==> src/rtl/prog_loader_ctrl.sv <==
// Host-side program loader: assembles big-endian words from a byte stream, writes them
// to instruction memory, runs the processor for a fixed window, then streams out registers.
module prog_loader_ctrl #(
  parameter int unsigned WORDS      = 32,
  parameter int unsigned RUN_CYCLES = 155,
  parameter int unsigned NREGS      = 8
) (
  input  logic        clock,
  input  logic        reset_n,
  input  logic        in_valid,
  output logic        in_ready,
  input  logic [7:0]  in_data,
  output logic [31:0] addr,
  output logic        wr,
  output logic [31:0] wdata,
  output logic        working,
  output logic [3:0]  rID,
  input  logic [31:0] rdata,
  output logic        out_valid,
  input  logic        out_ready,
  output logic [31:0] out_data,
  output logic        out_last,
  output logic        busy
);

  localparam logic [2:0] S_IDLE  = 3'd0;
  localparam logic [2:0] S_LOAD  = 3'd1;
  localparam logic [2:0] S_RUN   = 3'd2;
  localparam logic [2:0] S_DWAIT = 3'd3;
  localparam logic [2:0] S_DOUT  = 3'd4;

  localparam int unsigned   RW       = $clog2(RUN_CYCLES + 1);
  localparam logic [8:0]    MAXW     = 9'(WORDS);
  localparam logic [3:0]    LAST_REG = 4'(NREGS - 1);
  localparam logic [RW-1:0] RUN_LAST = RW'(RUN_CYCLES - 1);

  logic [2:0]    state_q, state_d;
  logic [8:0]    nwords_q, nwords_d;
  logic [8:0]    word_cnt_q, word_cnt_d;
  logic [8:0]    wr_cnt_q, wr_cnt_d;
  logic [1:0]    byte_cnt_q, byte_cnt_d;
  logic [31:0]   shift_q, shift_d;
  logic          pend_q, pend_d;
  logic [31:0]   addr_q, addr_d;
  logic          wr_q, wr_d;
  logic [31:0]   wdata_q, wdata_d;
  logic          working_q, working_d;
  logic [RW-1:0] run_cnt_q, run_cnt_d;
  logic [3:0]    rid_q, rid_d;
  logic          wait_q, wait_d;
  logic          out_valid_q, out_valid_d;
  logic [31:0]   out_data_q, out_data_d;
  logic          out_last_q, out_last_d;
  logic          take;

  assign in_ready  = reset_n & ((state_q == S_IDLE) |
                                ((state_q == S_LOAD) & (word_cnt_q != nwords_q)));
  assign take      = in_valid & in_ready;
  assign busy      = (state_q != S_IDLE);
  assign addr      = addr_q;
  assign wr        = wr_q;
  assign wdata     = wdata_q;
  assign working   = working_q;
  assign rID       = rid_q;
  assign out_valid = out_valid_q;
  assign out_data  = out_data_q;
  assign out_last  = out_last_q;

  always_comb begin
    state_d     = state_q;
    nwords_d    = nwords_q;
    word_cnt_d  = word_cnt_q;
    wr_cnt_d    = wr_cnt_q;
    byte_cnt_d  = byte_cnt_q;
    shift_d     = shift_q;
    pend_d      = 1'b0;
    addr_d      = addr_q;
    wr_d        = 1'b0;
    wdata_d     = wdata_q;
    working_d   = working_q;
    run_cnt_d   = run_cnt_q;
    rid_d       = rid_q;
    wait_d      = wait_q;
    out_valid_d = out_valid_q;
    out_data_d  = out_data_q;
    out_last_d  = out_last_q;
    case (state_q)
      S_IDLE: begin
        if (take) begin
          nwords_d   = ((in_data == '0) || ({1'b0, in_data} > MAXW)) ? MAXW : {1'b0, in_data};
          word_cnt_d = '0;
          wr_cnt_d   = '0;
          byte_cnt_d = '0;
          state_d    = S_LOAD;
        end
      end
      S_LOAD: begin
        if (take) begin
          shift_d    = {shift_q[23:0], in_data};
          byte_cnt_d = byte_cnt_q + 2'd1;
          if (byte_cnt_q == 2'd3) begin
            word_cnt_d = word_cnt_q + 9'd1;
            pend_d     = 1'b1;
          end
        end
        // shift_q still holds the finished word this cycle even if a new byte shifts in
        if (pend_q) begin
          wr_d     = 1'b1;
          addr_d   = 32'(wr_cnt_q);
          wdata_d  = shift_q;
          wr_cnt_d = wr_cnt_q + 9'd1;
        end
        if (wr_q && (wr_cnt_q == nwords_q)) begin
          working_d = 1'b1;
          run_cnt_d = '0;
          state_d   = S_RUN;
        end
      end
      S_RUN: begin
        run_cnt_d = run_cnt_q + 1'b1;
        if (run_cnt_q == RUN_LAST) begin
          working_d = 1'b0;
          rid_d     = '0;
          wait_d    = 1'b0;
          state_d   = S_DWAIT;
        end
      end
      S_DWAIT: begin
        wait_d = 1'b1;
        if (wait_q) begin
          out_data_d  = rdata;
          out_valid_d = 1'b1;
          out_last_d  = (rid_q == LAST_REG);
          state_d     = S_DOUT;
        end
      end
      S_DOUT: begin
        if (out_ready) begin
          out_valid_d = 1'b0;
          out_last_d  = 1'b0;
          if (rid_q == LAST_REG) begin
            rid_d   = '1;
            state_d = S_IDLE;
          end else begin
            rid_d   = rid_q + 4'd1;
            wait_d  = 1'b0;
            state_d = S_DWAIT;
          end
        end
      end
      default: state_d = S_IDLE;
    endcase
  end

  always_ff @(posedge clock or negedge reset_n) begin
    if (!reset_n) begin
      state_q     <= S_IDLE;
      nwords_q    <= '0;
      word_cnt_q  <= '0;
      wr_cnt_q    <= '0;
      byte_cnt_q  <= '0;
      shift_q     <= '0;
      pend_q      <= 1'b0;
      addr_q      <= '0;
      wr_q        <= 1'b0;
      wdata_q     <= '0;
      working_q   <= 1'b0;
      run_cnt_q   <= '0;
      rid_q       <= '1;
      wait_q      <= 1'b0;
      out_valid_q <= 1'b0;
      out_data_q  <= '0;
      out_last_q  <= 1'b0;
    end else begin
      state_q     <= state_d;
      nwords_q    <= nwords_d;
      word_cnt_q  <= word_cnt_d;
      wr_cnt_q    <= wr_cnt_d;
      byte_cnt_q  <= byte_cnt_d;
      shift_q     <= shift_d;
      pend_q      <= pend_d;
      addr_q      <= addr_d;
      wr_q        <= wr_d;
      wdata_q     <= wdata_d;
      working_q   <= working_d;
      run_cnt_q   <= run_cnt_d;
      rid_q       <= rid_d;
      wait_q      <= wait_d;
      out_valid_q <= out_valid_d;
      out_data_q  <= out_data_d;
      out_last_q  <= out_last_d;
    end
  end

endmodule

==> config.mk <==
export PLATFORM = sky130hd
export DESIGN_NAME = prog_loader_ctrl
export DESIGN_NICKNAME = d
export VERILOG_FILES = /design/src/rtl/prog_loader_ctrl.sv
export SDC_FILE = /design/constraint.sdc
export NUM_CORES = 1
export LEC_CHECK = 0
export CORE_MARGIN = 10
export CORE_UTILIZATION = 45
export CTS_CLUSTER_SIZE = 16
export DETAILED_ROUTE_END_ITERATION = 10
export PLACE_DENSITY = 0.76
export SLEW_MARGIN = 20
export SYNTH_ARGS = -nofsm -noshare
export SYNTH_HDL_FRONTEND = slang
export SYNTH_SLANG_ARGS = --single-unit
==> constraint.sdc <==
create_clock -name clock -period 5.8 [get_ports clock]
set_input_delay 0.58 -clock clock [delete_from_list [all_inputs] [get_ports clock]]
set_output_delay 0.58 -clock clock [all_outputs]
set_load 0.03 [all_outputs]
==> metrics.md, run 1 <==
| Metric | Value |
|---|---|
| Setup TNS | `0 ns` |
| Longest Clk Path Bufs | `2` |
| Worst slew margin | `37.3%` |
| Die width | `143 um` |
| Worst IR Drop VDD | `237 uV` |
| Sequential share of power | `40.1%` |
| Crit-path cells | `nor3_2 -> nor4_2 -> and3_1 -> nor2_1 -> clkdlybuf4s50_1` |
| Adder-Cell Fraction of Synth Area | `1.10%` |
| Worst path required time | `5.22 ns` |
| Max Fanout on Critical Path | `17` |
| Post-synth cell types | `57` |
| Simple-Gate Fraction of Synth Area | `17.4%` |
| Most used flip-flop cell after synthesis | `dfrtp_1` |
| Hold Path Class | `in -> async` |
| Number of synthesis warnings | `0` |
| Vias in the first global route | `4860` |
| Post-synthesis xor/xnor area fraction | `2.95%` |
| Pre-CTS WS | `2.70 ns` |
| WL final | `15.4 mm` |
| #FFs+latches synth | `154` |
| Sw frac | `35.0%` |
| Iter 0 DRT Violations | `225` |
| R2R Path End | `wr_cnt_q[7]` |
| Outcome | `finished clean` |
| Worst Reg-to-Reg Cells | `5` |
| Hold Fails Final Rpt | `0` |
| RR Startpoint | `state_q[0]` |
| Cts bufs inserted | `17` |
| Synth area leader | `dfrtp_1` |
| Setup crit end kind | `primary output` |
| Total Routing Usage GR | `15.0%` |
| Total grt overflow | `0` |
| Worst Setup Start Kind | `register` |
| Pwr Density | `484 nW/um^2` |
| Clock share of power | `25.2%` |
| Skew final | `0.00810 ns` |
| Drt drc | `0` |
| Cell Area, Synth | `6840 um^2` |
| Worst-Skew Late Latency | `0.42 ns` |
| Fin crit period | `3.28 ns` |
| Post-synthesis compound-gate area fraction | `5.11%` |
| Max_cap viols | `0` |
| Worst-margin pin slew | `0.940 ns` |
| Post-synth ARST share | `100%` |
| Top cells by area, synth | `dfrtp_1 55%, nand2_1 8.7%, mux2_2 6.3%` |
| Post-synth top cells | `159 x nand2_1, 150 x dfrtp_1, 38 x mux2_2` |
| Routed len/inst | `16.5 um` |
| Avg Cell Area, Syn | `11.1 um^2` |
| Core Rows | `44` |
| CP max stage delay | `0.73 ns` |
| Int Power | `2730 uW` |
| Fin crit share | `56.6%` |
| Initial antenna violation count | `0` |
| P_leak | `0.00411 uW` |
| Most common cell in the netlist | `nand2_1` |
| Switching pwr | `1470 uW` |
| Dpl cells | `903` |
| Root buf cell | `clkbuf_16` |
| PortBufs | `126` |
| CTS Sinks | `154` |
| RSZ-0062 raised after global routing | `false` |
| Cell count after synthesis | `617` |
| Final setup margin | `2.52 ns` |
| Die ar. | `20500 um^2` |
| Fin cells | `933` |
| FMAX | `305 MHz` |
| Final Setup Violations | `0` |
| Hold Buf Count CTS | `0` |
| Gpl congestion | `0.886` |
| Largest family of logic cells by synthesized area | `simple AND/OR/NAND/NOR gates` |
| First-pass DRT Iterations | `4` |
| Slowest cell on crit path | `dfrtp_1` |
| Post-synthesis mux area share | `12.0%` |
| Fraction of layout cells with a size suffix above 1 | `14.3%` |
| Starting Density | `46.5%` |
| Post-cts resize count | `0` |
| CTS H-tree depth | `4` |
| Fin. max-slew vios | `0` |
| # Post-CTS Setup Buffers | `0` |
| Arrival @ worst endpoint | `2.70 ns` |
| Nets@finish | `788` |
| Largest net degree at the start of global routing | `80` |
| Vias | `4745` |
| Area Overhead vs Synth | `27.1%` |
| Number of synthesized flops with an enable pin | `0` |
| Worst reg2reg setup slack | `2.72 ns` |
| Setup CP Type | `reg -> out` |
| Core ar. | `14700 um^2` |
| Sequential area share after synthesis | `56.4%` |
| First-pass GRT wire length | `24.8 mm` |
| Die H | `143 um` |
| Yosys top cell area share | `54.9%` |
| Diodes inserted | `0` |
| Clk slew on worst S/H paths | `0.06 ns` |
| CTS tree | `done` |
| Antenna viol nets, final | `0` |
| Gate power share | `34.7%` |
| I/O Pins | `150` |
| Post-DP HPWL | `11.3 mm` |
| Drt via density | `5.09` |
per-layer routing:
metal / vias to the layer above / global-route usage (%) / share of wire (%) / wire length (um)
li1: 2274 / - / - / -
met1: 2318 / 18.4 / 43 / 6550
met2: 139 / 24.4 / 49 / 7570
met3: 14 / 4.88 / 7.0 / 1080
met4: 0 / 5.05 / 1.3 / 199
met5: - / 0 / 0 / 0
final cells by class:
cell class	count	area (um^2)
Clock buffer	22	474
Clock inverter	8	95.1
Fill cell	1185	6010
Inverter	9	33.8
Multi-Input combinational cell	428	2720
Sequential cell	154	3860
Tap cell	184	230
Timing Repair Buffer	128	1280
flip-flops by register name, summed over array words and instances (netlist names), 2 cells and up:
signal and cells:
nwords_q 8, rID 4, run_cnt_q 8, word_cnt_q 9, out_data 32, byte_cnt_q 2
state_q 3, addr 9, shift_q 32, wr_cnt_q 9, wdata 32
worst max path at each step:
stage	from	end	slack [ns]	cells past startpoint
5_1_grt	state_q[0]	wr_cnt_q[7]	2.36	5
3_5_place_dp	state_q[0]	wr_cnt_q[4]	2.70	5
2_1_floorplan	state_q[0]	in_ready	3.86	5
6_report	state_q[0]	in_ready	2.52	5
4_1_cts	state_q[0]	in_ready	2.56	5
3_3_place_gp	state_q[0]	wr_cnt_q[5]	2.84	5
logic make-up (layout without fill, tap and decap cells):
| group | after synthesis | count (layout) |
|---|---|---|
| AND/OR/NAND/NOR | 257 | 257 |
| flip-flops | 154 | 154 |
| multiplexers | 66 | 66 |
| buffers and inverters | 57 | 167 |
| AO/OA/AOI/OAI | 53 | 53 |
| XOR/XNOR | 23 | 23 |
| adder cells (fa/ha/maj) | 6 | 6 |
| other | 1 | 23 |
power by group through the flow:
stage	combinational, uW	sequential (uW)	clock [uW]
after floorplan	562	2000	0
after global placement	1440	1680	0
after detailed placement	1470	1700	0
after CTS	1480	1690	1080
after global routing	1560	1730	1130
final	1460	1690	1060
worst max-delay path: cells and delay by family, from the launching register on:
kind	cells	cell delay (ns)
simple gates	4	0.95
flops	1	0.73
buf+inv	1	0.60
cell usage in the layout (no fill, tap or decap), drive strengths merged, types with 2 or more instances in the layout:
cell type,n
nand2,159
dfrtp,150
clkdlybuf4s50,125
mux2,64
nor2,30
conb,23
xor2,22
clkbuf,22
a21oi,15
nand3,15
nand4,11
o21ai,11
inv,9
and3,8
a31oi,7
ha,6
nor3,6
nor2b,5
nor4,5
nand2b,4
o2bb2ai,4
clkinv,4
dfstp,4
nand3b,3
and2,3
o22ai,3
buf,3
o31a,2
mux2i,2
a21o,2
clkinvlp,2
bufinv,2
metrics by stage:
stage          utilization [%]  instance area (um^2)  power [uW]  hold WS, ns
2_1_floorplan                -                  6920        2560        0.284
3_3_place_gp              55.2                  8120        3120        0.459
3_5_place_dp              55.2                  8120        3170        0.465
4_1_cts                   59.1                  8690        4250        0.214
5_1_grt                   59.1                  8690        4420        0.238
6_report                  59.1                  8690        4200        0.179
Note: power is estimated with default switching activity, not from simulation.
==> run 2, diff against run 1 <==
- PLACE_DENSITY: 0.76 -> 0.79
- clock period: 5.8 -> 2.73 ns (I/O delays scaled with it)
==> metrics.md, run 2 (synthesis results as in run 1) <==
| Metric | Value |
|---|---|
| Fin. max-slew vios | `0 (unchanged)` |
| GR Util met1 | `17.6% (-0.82 points)` |
| Root buf cell | `clkbuf_16` |
| Worst-margin pin slew | `0.670 ns (-0.270 ns)` |
| Gpl congestion | `0.854 (-3.6%)` |
| Fraction of layout cells with a size suffix above 1 | `15.2% (+0.87 points)` |
| Diodes inserted | `0 (unchanged)` |
| Max_cap viols | `0 (unchanged)` |
| Max Fanout on Critical Path | `33 (+16)` |
| Gate power share | `35.0% (+0.3 points)` |
| Longest Clk Path Bufs | `2 (unchanged)` |
| Setup TNS | `0 ns (unchanged)` |
| Drt via density | `5.14 (+1.1%)` |
| Outcome | `finished clean` |
| Arrival @ worst endpoint | `2.60 ns (-0.10 ns)` |
| Nets@finish | `796 (+1.0%)` |
| GR peak layer | `met2` |
| Cts bufs inserted | `17 (unchanged)` |
| Met2 Use GR | `26.6% (+2.2 points)` |
| Worst reg2reg setup slack | `0.43 ns (-2.29 ns)` |
| Clock share of power | `25.9% (+0.7 points)` |
| CTS tree | `done` |
| Die width | `143 um (unchanged)` |
| Hold Fails Final Rpt | `0 (unchanged)` |
| Core Rows | `44 (unchanged)` |
| Die H | `143 um (unchanged)` |
| Vias | `4848 (+2.2%)` |
| Iter 0 DRT Violations | `423 (+88%)` |
| Hold Path Class | `in -> async` |
| FMAX | `435 MHz` |
| Starting Density | `46.5% (unchanged)` |
| Drt drc | `0 (unchanged)` |
| Vias in the first global route | `5008 (+3.0%)` |
| CTS Sinks | `154 (unchanged)` |
| I/O Pins | `150 (unchanged)` |
| Worst Setup Start Kind | `register` |
| Skew final | `0.00588 ns (-0.00222 ns)` |
| First-pass GRT wire length | `25.5 mm (+2.8%)` |
| Int Power | `5900 uW (+120%)` |
| Fin cells | `943 (+1.1%)` |
| Worst slew margin | `55.4% (+18 points)` |
| CTS H-tree depth | `4 (unchanged)` |
| P_leak | `0.00417 uW (+1.4%)` |
| Setup crit end kind | `register` |
| Antenna viol nets, final | `0 (unchanged)` |
| Worst-Skew Late Latency | `0.42 ns (about the same)` |
| First-pass DRT Iterations | `4 (unchanged)` |
| Total Routing Usage GR | `15.5% (+0.52 points)` |
| Most frequent cells in the layout | `159 x nand2_1, 148 x dfrtp_1, 124 x clkdlybuf4s50_1` |
| Met3 Resource Use GR | `4.94% (+0.066 points)` |
| Post-DP HPWL | `11.5 mm (+2.0%)` |
| Pwr Density | `1030 nW/um^2 (+110%)` |
| Total grt overflow | `0 (unchanged)` |
| Die ar. | `20500 um^2 (unchanged)` |
| Commonest non-fill, non-tap cell in the layout | `nand2_1` |
| WL final | `15.9 mm (+3.5%)` |
| Initial antenna violation count | `0 (unchanged)` |
| Setup CP Type | `reg -> reg` |
| Fin crit share | `84.2%` |
| Area Overhead vs Synth | `28.8%` |
| Dpl cells | `909 (+0.66%)` |
| Sequential share of power | `39.1% (-1.0 points)` |
| Core ar. | `14700 um^2 (unchanged)` |
| Worst IR Drop VDD | `491 uV (+110%)` |
| Clk slew on worst S/H paths | `0.06 ns (about the same)` |
| Final Util | `59.9% (+0.76 points)` |
| RSZ-0062 raised after global routing | `false` |
| Worst path required time | `3.03 ns (-2.19 ns)` |
| Switching pwr | `3150 uW (+110%)` |
| PortBufs | `126 (unchanged)` |
| Sw frac | `34.8% (-0.21 points)` |
| Routed len/inst | `16.9 um (+2.4%)` |
| Largest net degree at the start of global routing | `128 (+60%)` |
| Final Setup Violations | `0 (unchanged)` |
| Fin crit period | `2.30 ns` |
| Filler instances | `1100 (-7.2%)` |
[run 2: changes by cell type in the layout (fill, tap and decap cells not counted), moves of 2 or more]
cell	change
clkinv_2	-2
clkbuf_8	+2
buf_4	+6
dfrtp_2	+2
clkbuf_1	+2
dfrtp_1	-2
[run 2: worst paths after layout]
path,start,to,cells past startpoint
min,reset_n,word_cnt_q[6],2
min in group clock,rdata[6],out_data[6],2
min reg2reg,wdata[26],wdata[26],2
max in group asynchronous,reset_n,addr[2],3
max reg2reg,state_q[2],shift_q[30],5
max,state_q[2],shift_q[30],5
[run 2: routing by layer]
layer  up-vias  part of all wire (%)
met5         -                     0
met4         0                   2.3
met3        24                   5.6
met2       120                    51
met1      2410                    41
li1       2294                     -
[run 2: stage by stage]
stage          area (um^2)  setup WS [ns]  power (uW)  hold slack [ns]
6_report              8800          0.430        9050            0.311
5_1_grt               8800          0.301        9510            0.330
4_1_cts               8780         0.0426        9120            0.308
3_5_place_dp          8180          0.366        6750            0.187
3_3_place_gp          8180          0.445        6630            0.182
2_1_floorplan         6920          0.864        5440          -0.0226
[run 2: layout make-up]
cell class | count | area (um^2) | area share (%)
timing repair buffer | 136 | 1360 | 15.4
inverter | 9 | 33.8 | 0.384
multi-input combinational | 428 | 2730 | 31.0
tap | 184 | 230 | 2.62
sequential | 154 | 3860 | 43.9
clock inverter | 6 | 85.1 | 0.966
clock buffer | 26 | 509 | 5.78
[run 2: repair_timing]
action | 4_1_cts | 5_1_grt
setup endpoints to repair | 1 | 1
hold endpoints to repair | 27 | 0
buffers inserted | 0 | 1
resized for setup | 2 | 2
hold buffers | 1 | 0
pin swaps | 0 | 1
[run 2: power groups by stage]
stage          logic (uW)  registers [uW]  clock network, uW
2_1_floorplan        1190            4240                  0
3_3_place_gp         3090            3540                  0
3_5_place_dp         3170            3580                  0
4_1_cts              3200            3540               2380
5_1_grt              3390            3640               2480
6_report             3170            3540               2340
[run 2: critical path, stage by stage, from the launching register on]
cell and delay [ns]:
dfrtp_2 0.49, nor3_2 0.36, nor4_4 0.10, a31oi_4 0.22, nand3_4 0.48, mux2_1 0.50
==> run 3, diff against run 2 <==
- PLACE_DENSITY: 0.79 -> 0.76
- clock period: 2.73 -> 2.39 ns (I/O delays scaled with it)
==> metrics.md, run 3 (synthesis results as in run 1) <==
| Metric | Value |
|---|---|
| Arrival @ worst endpoint | `2.07 ns (-0.53 ns)` |
| Clk slew on worst S/H paths | `0.06 ns (about the same)` |
| Longest Clk Path Bufs | `2 (unchanged)` |
| Setup crit end kind | `primary output` |
| Vias | `4815 (-0.68%)` |
| CTS H-tree depth | `4 (unchanged)` |
| Die width | `143 um (unchanged)` |
| Total Routing Usage GR | `15.4% (-0.066 points)` |
| Final Setup Violations | `0 (unchanged)` |
| Worst-Skew Late Latency | `0.42 ns (about the same)` |
| RR Startpoint | `word_cnt_q[0]` |
| Largest net degree at the start of global routing | `155 (+21%)` |
| PortBufs | `126 (unchanged)` |
| Pre-CTS WS | `0.249 ns (-0.117 ns)` |
| Setup TNS | `0 ns (unchanged)` |
| Post-DP HPWL | `11.7 mm (+1.5%)` |
| Starting Density | `46.5% (unchanged)` |
| Setup CP Type | `reg -> out` |
| Fin. max-slew vios | `0 (unchanged)` |
| Root buf cell | `clkbuf_16` |
| Core ar. | `14700 um^2 (unchanged)` |
| Worst Reg-to-Reg Cells | `6 (+1)` |
| Hold Path Class | `in -> async` |
| Fin crit period | `2.30 ns` |
| Final hold slack | `-0.00277 ns (-0.314 ns)` |
| Antenna viol nets, final | `0 (unchanged)` |
| Failing checks | `negative hold slack` |
| Worst slew margin | `47.0% (-8.4 points)` |
| RSZ-0062 raised after global routing | `false` |
| Max_cap viols | `0 (unchanged)` |
| Drt drc | `0 (unchanged)` |
| Worst IR Drop VDD | `588 uV (+20%)` |
| R2R Path End | `shift_q[31]` |
| Max Fanout on Critical Path | `5 (-85%)` |
| Reg area | `3860 um^2 (about the same)` |
| Area Overhead vs Synth | `29.8%` |
| CTS tree | `done` |
| WL final | `15.9 mm (-0.30%)` |
| Worst-margin pin slew | `0.795 ns (+0.126 ns)` |
| Gpl congestion | `0.870 (+1.8%)` |
| Die H | `143 um (unchanged)` |
| Core Rows | `44 (unchanged)` |
| Nets@finish | `800 (+0.50%)` |
| Iter 0 DRT Violations | `303 (-28%)` |
| P_leak | `0.00421 uW (+0.86%)` |
| # Post-CTS Setup Buffers | `0 (unchanged)` |
| Hold Fails Final Rpt | `5 (+5)` |
| First-pass GRT wire length | `25.2 mm (-1.2%)` |
| Skew final | `0.00714 ns (+0.00126 ns)` |
| Vias in the first global route | `4907 (-2.0%)` |
| Fraction of layout cells with a size suffix above 1 | `15.4% (+0.22 points)` |
| Total grt overflow | `0 (unchanged)` |
| Initial antenna violation count | `0 (unchanged)` |
| Worst path required time | `2.15 ns (-0.88 ns)` |
| Final setup margin | `0.0857 ns (-0.345 ns)` |
| First-pass DRT Iterations | `7 (+3)` |
| Cts bufs inserted | `17 (unchanged)` |
| Diodes inserted | `0 (unchanged)` |
| Pwr Density | `1180 nW/um^2 (+15%)` |
| CTS Sinks | `154 (unchanged)` |
| Die ar. | `20500 um^2 (unchanged)` |
| Drt via density | `5.10 (-0.89%)` |
| Fin crit share | `96.4%` |
| Hold Buf Count CTS | `0 (-1)` |
| Filler instances | `1123 (+2.1%)` |
| I/O Pins | `150 (unchanged)` |
| Outcome | `finished with violations` |
| Routed len/inst | `16.8 um (-0.51%)` |
| FMAX | `434 MHz` |
| Worst reg2reg setup slack | `0.23 ns (-0.20 ns)` |
| Worst Setup Start Kind | `register` |
| Most frequent cells in the layout | `159 x nand2_1, 150 x dfrtp_1, 124 x clkdlybuf4s50_1` |
| Final Util | `60.4% (+0.47 points)` |
| Commonest non-fill, non-tap cell in the layout | `nand2_1` |
| Multi-input gate area | `2730 um^2 (unchanged)` |
## run 3: changes by cell type in the layout (fill, tap and decap cells not counted)
cell / delta
clkinvlp_4: -1
dfrtp_1: +2
inv_6: +1
dlymetal6s2s_1: -1
dfrtp_2: -2
clkbuf_8: -2
clkinv_2: -2
buf_12: +2
dlygate4sd3_1: -1
bufinv_16: +2
buf_4: +4
## run 3: area by class of cell
class                   instances  share of cell area (%)
clock buffers                  24                    5.43
clock inverters                 6                    1.54
inverters                       9                   0.381
multi-input cells             428                    30.8
flip-flops and latches        154                    43.5
well taps                     184                    2.59
repair buffers                140                    15.8
## run 3: worst max-delay path: stages, from the launching register on
cell     delay (ns)
dfrtp_1        0.43
xor2_1         0.19
nor4_2         0.46
and3_1         0.31
nor2_1         0.11
buf_12         0.15
## run 3: per-stage QoR
stage               instances  total power (uW)  instance area [um^2]
global placement          915              7630                  8250
detailed placement        915              7770                  8250
finish                    945             10500                  8870
floorplan                 639              6210                  6920
CTS                       945             10600                  8860
global route              945             11100                  8870
## run 3: timing repair
item / CTS / global route
hold endpoints to repair: 0 / 0
gates resized for setup: 0 / 1
setup endpoints to repair: 0 / 1
## run 3: how the worst max path moves through the flow
stage / from / to
floorplan: word_cnt_q[0] / shift_q[10]
global placement: in_valid / shift_q[27]
detailed placement: word_cnt_q[0] / shift_q[31]
CTS: word_cnt_q[0] / in_ready
global route: word_cnt_q[0] / in_ready
finish: word_cnt_q[0] / in_ready
## run 3: per-layer routing
| metal | wire length (um) | vias to the layer above | GRT usage (%) |
|---|---|---|---|
| li1 | - | 2303 | - |
| met1 | 6850 | 2319 | 18.7 |
| met2 | 7760 | 177 | 25.6 |
| met3 | 1050 | 16 | 4.68 |
| met4 | 219 | 0 | 5.43 |
| met5 | 0 | - | 0 |
## run 3: where the power goes
| part | leakage [uW] | internal [uW] | total [uW] | switching (uW) |
|---|---|---|---|---|
| Clock | 0.000297 | 1820 | 2790 | 964 |
| Sequential | 0.00192 | 3440 | 4070 | 631 |
| Combinational | 0.00200 | 1640 | 3640 | 2000 |
| Total | 0.00421 | 6900 | 10500 | 3600 |
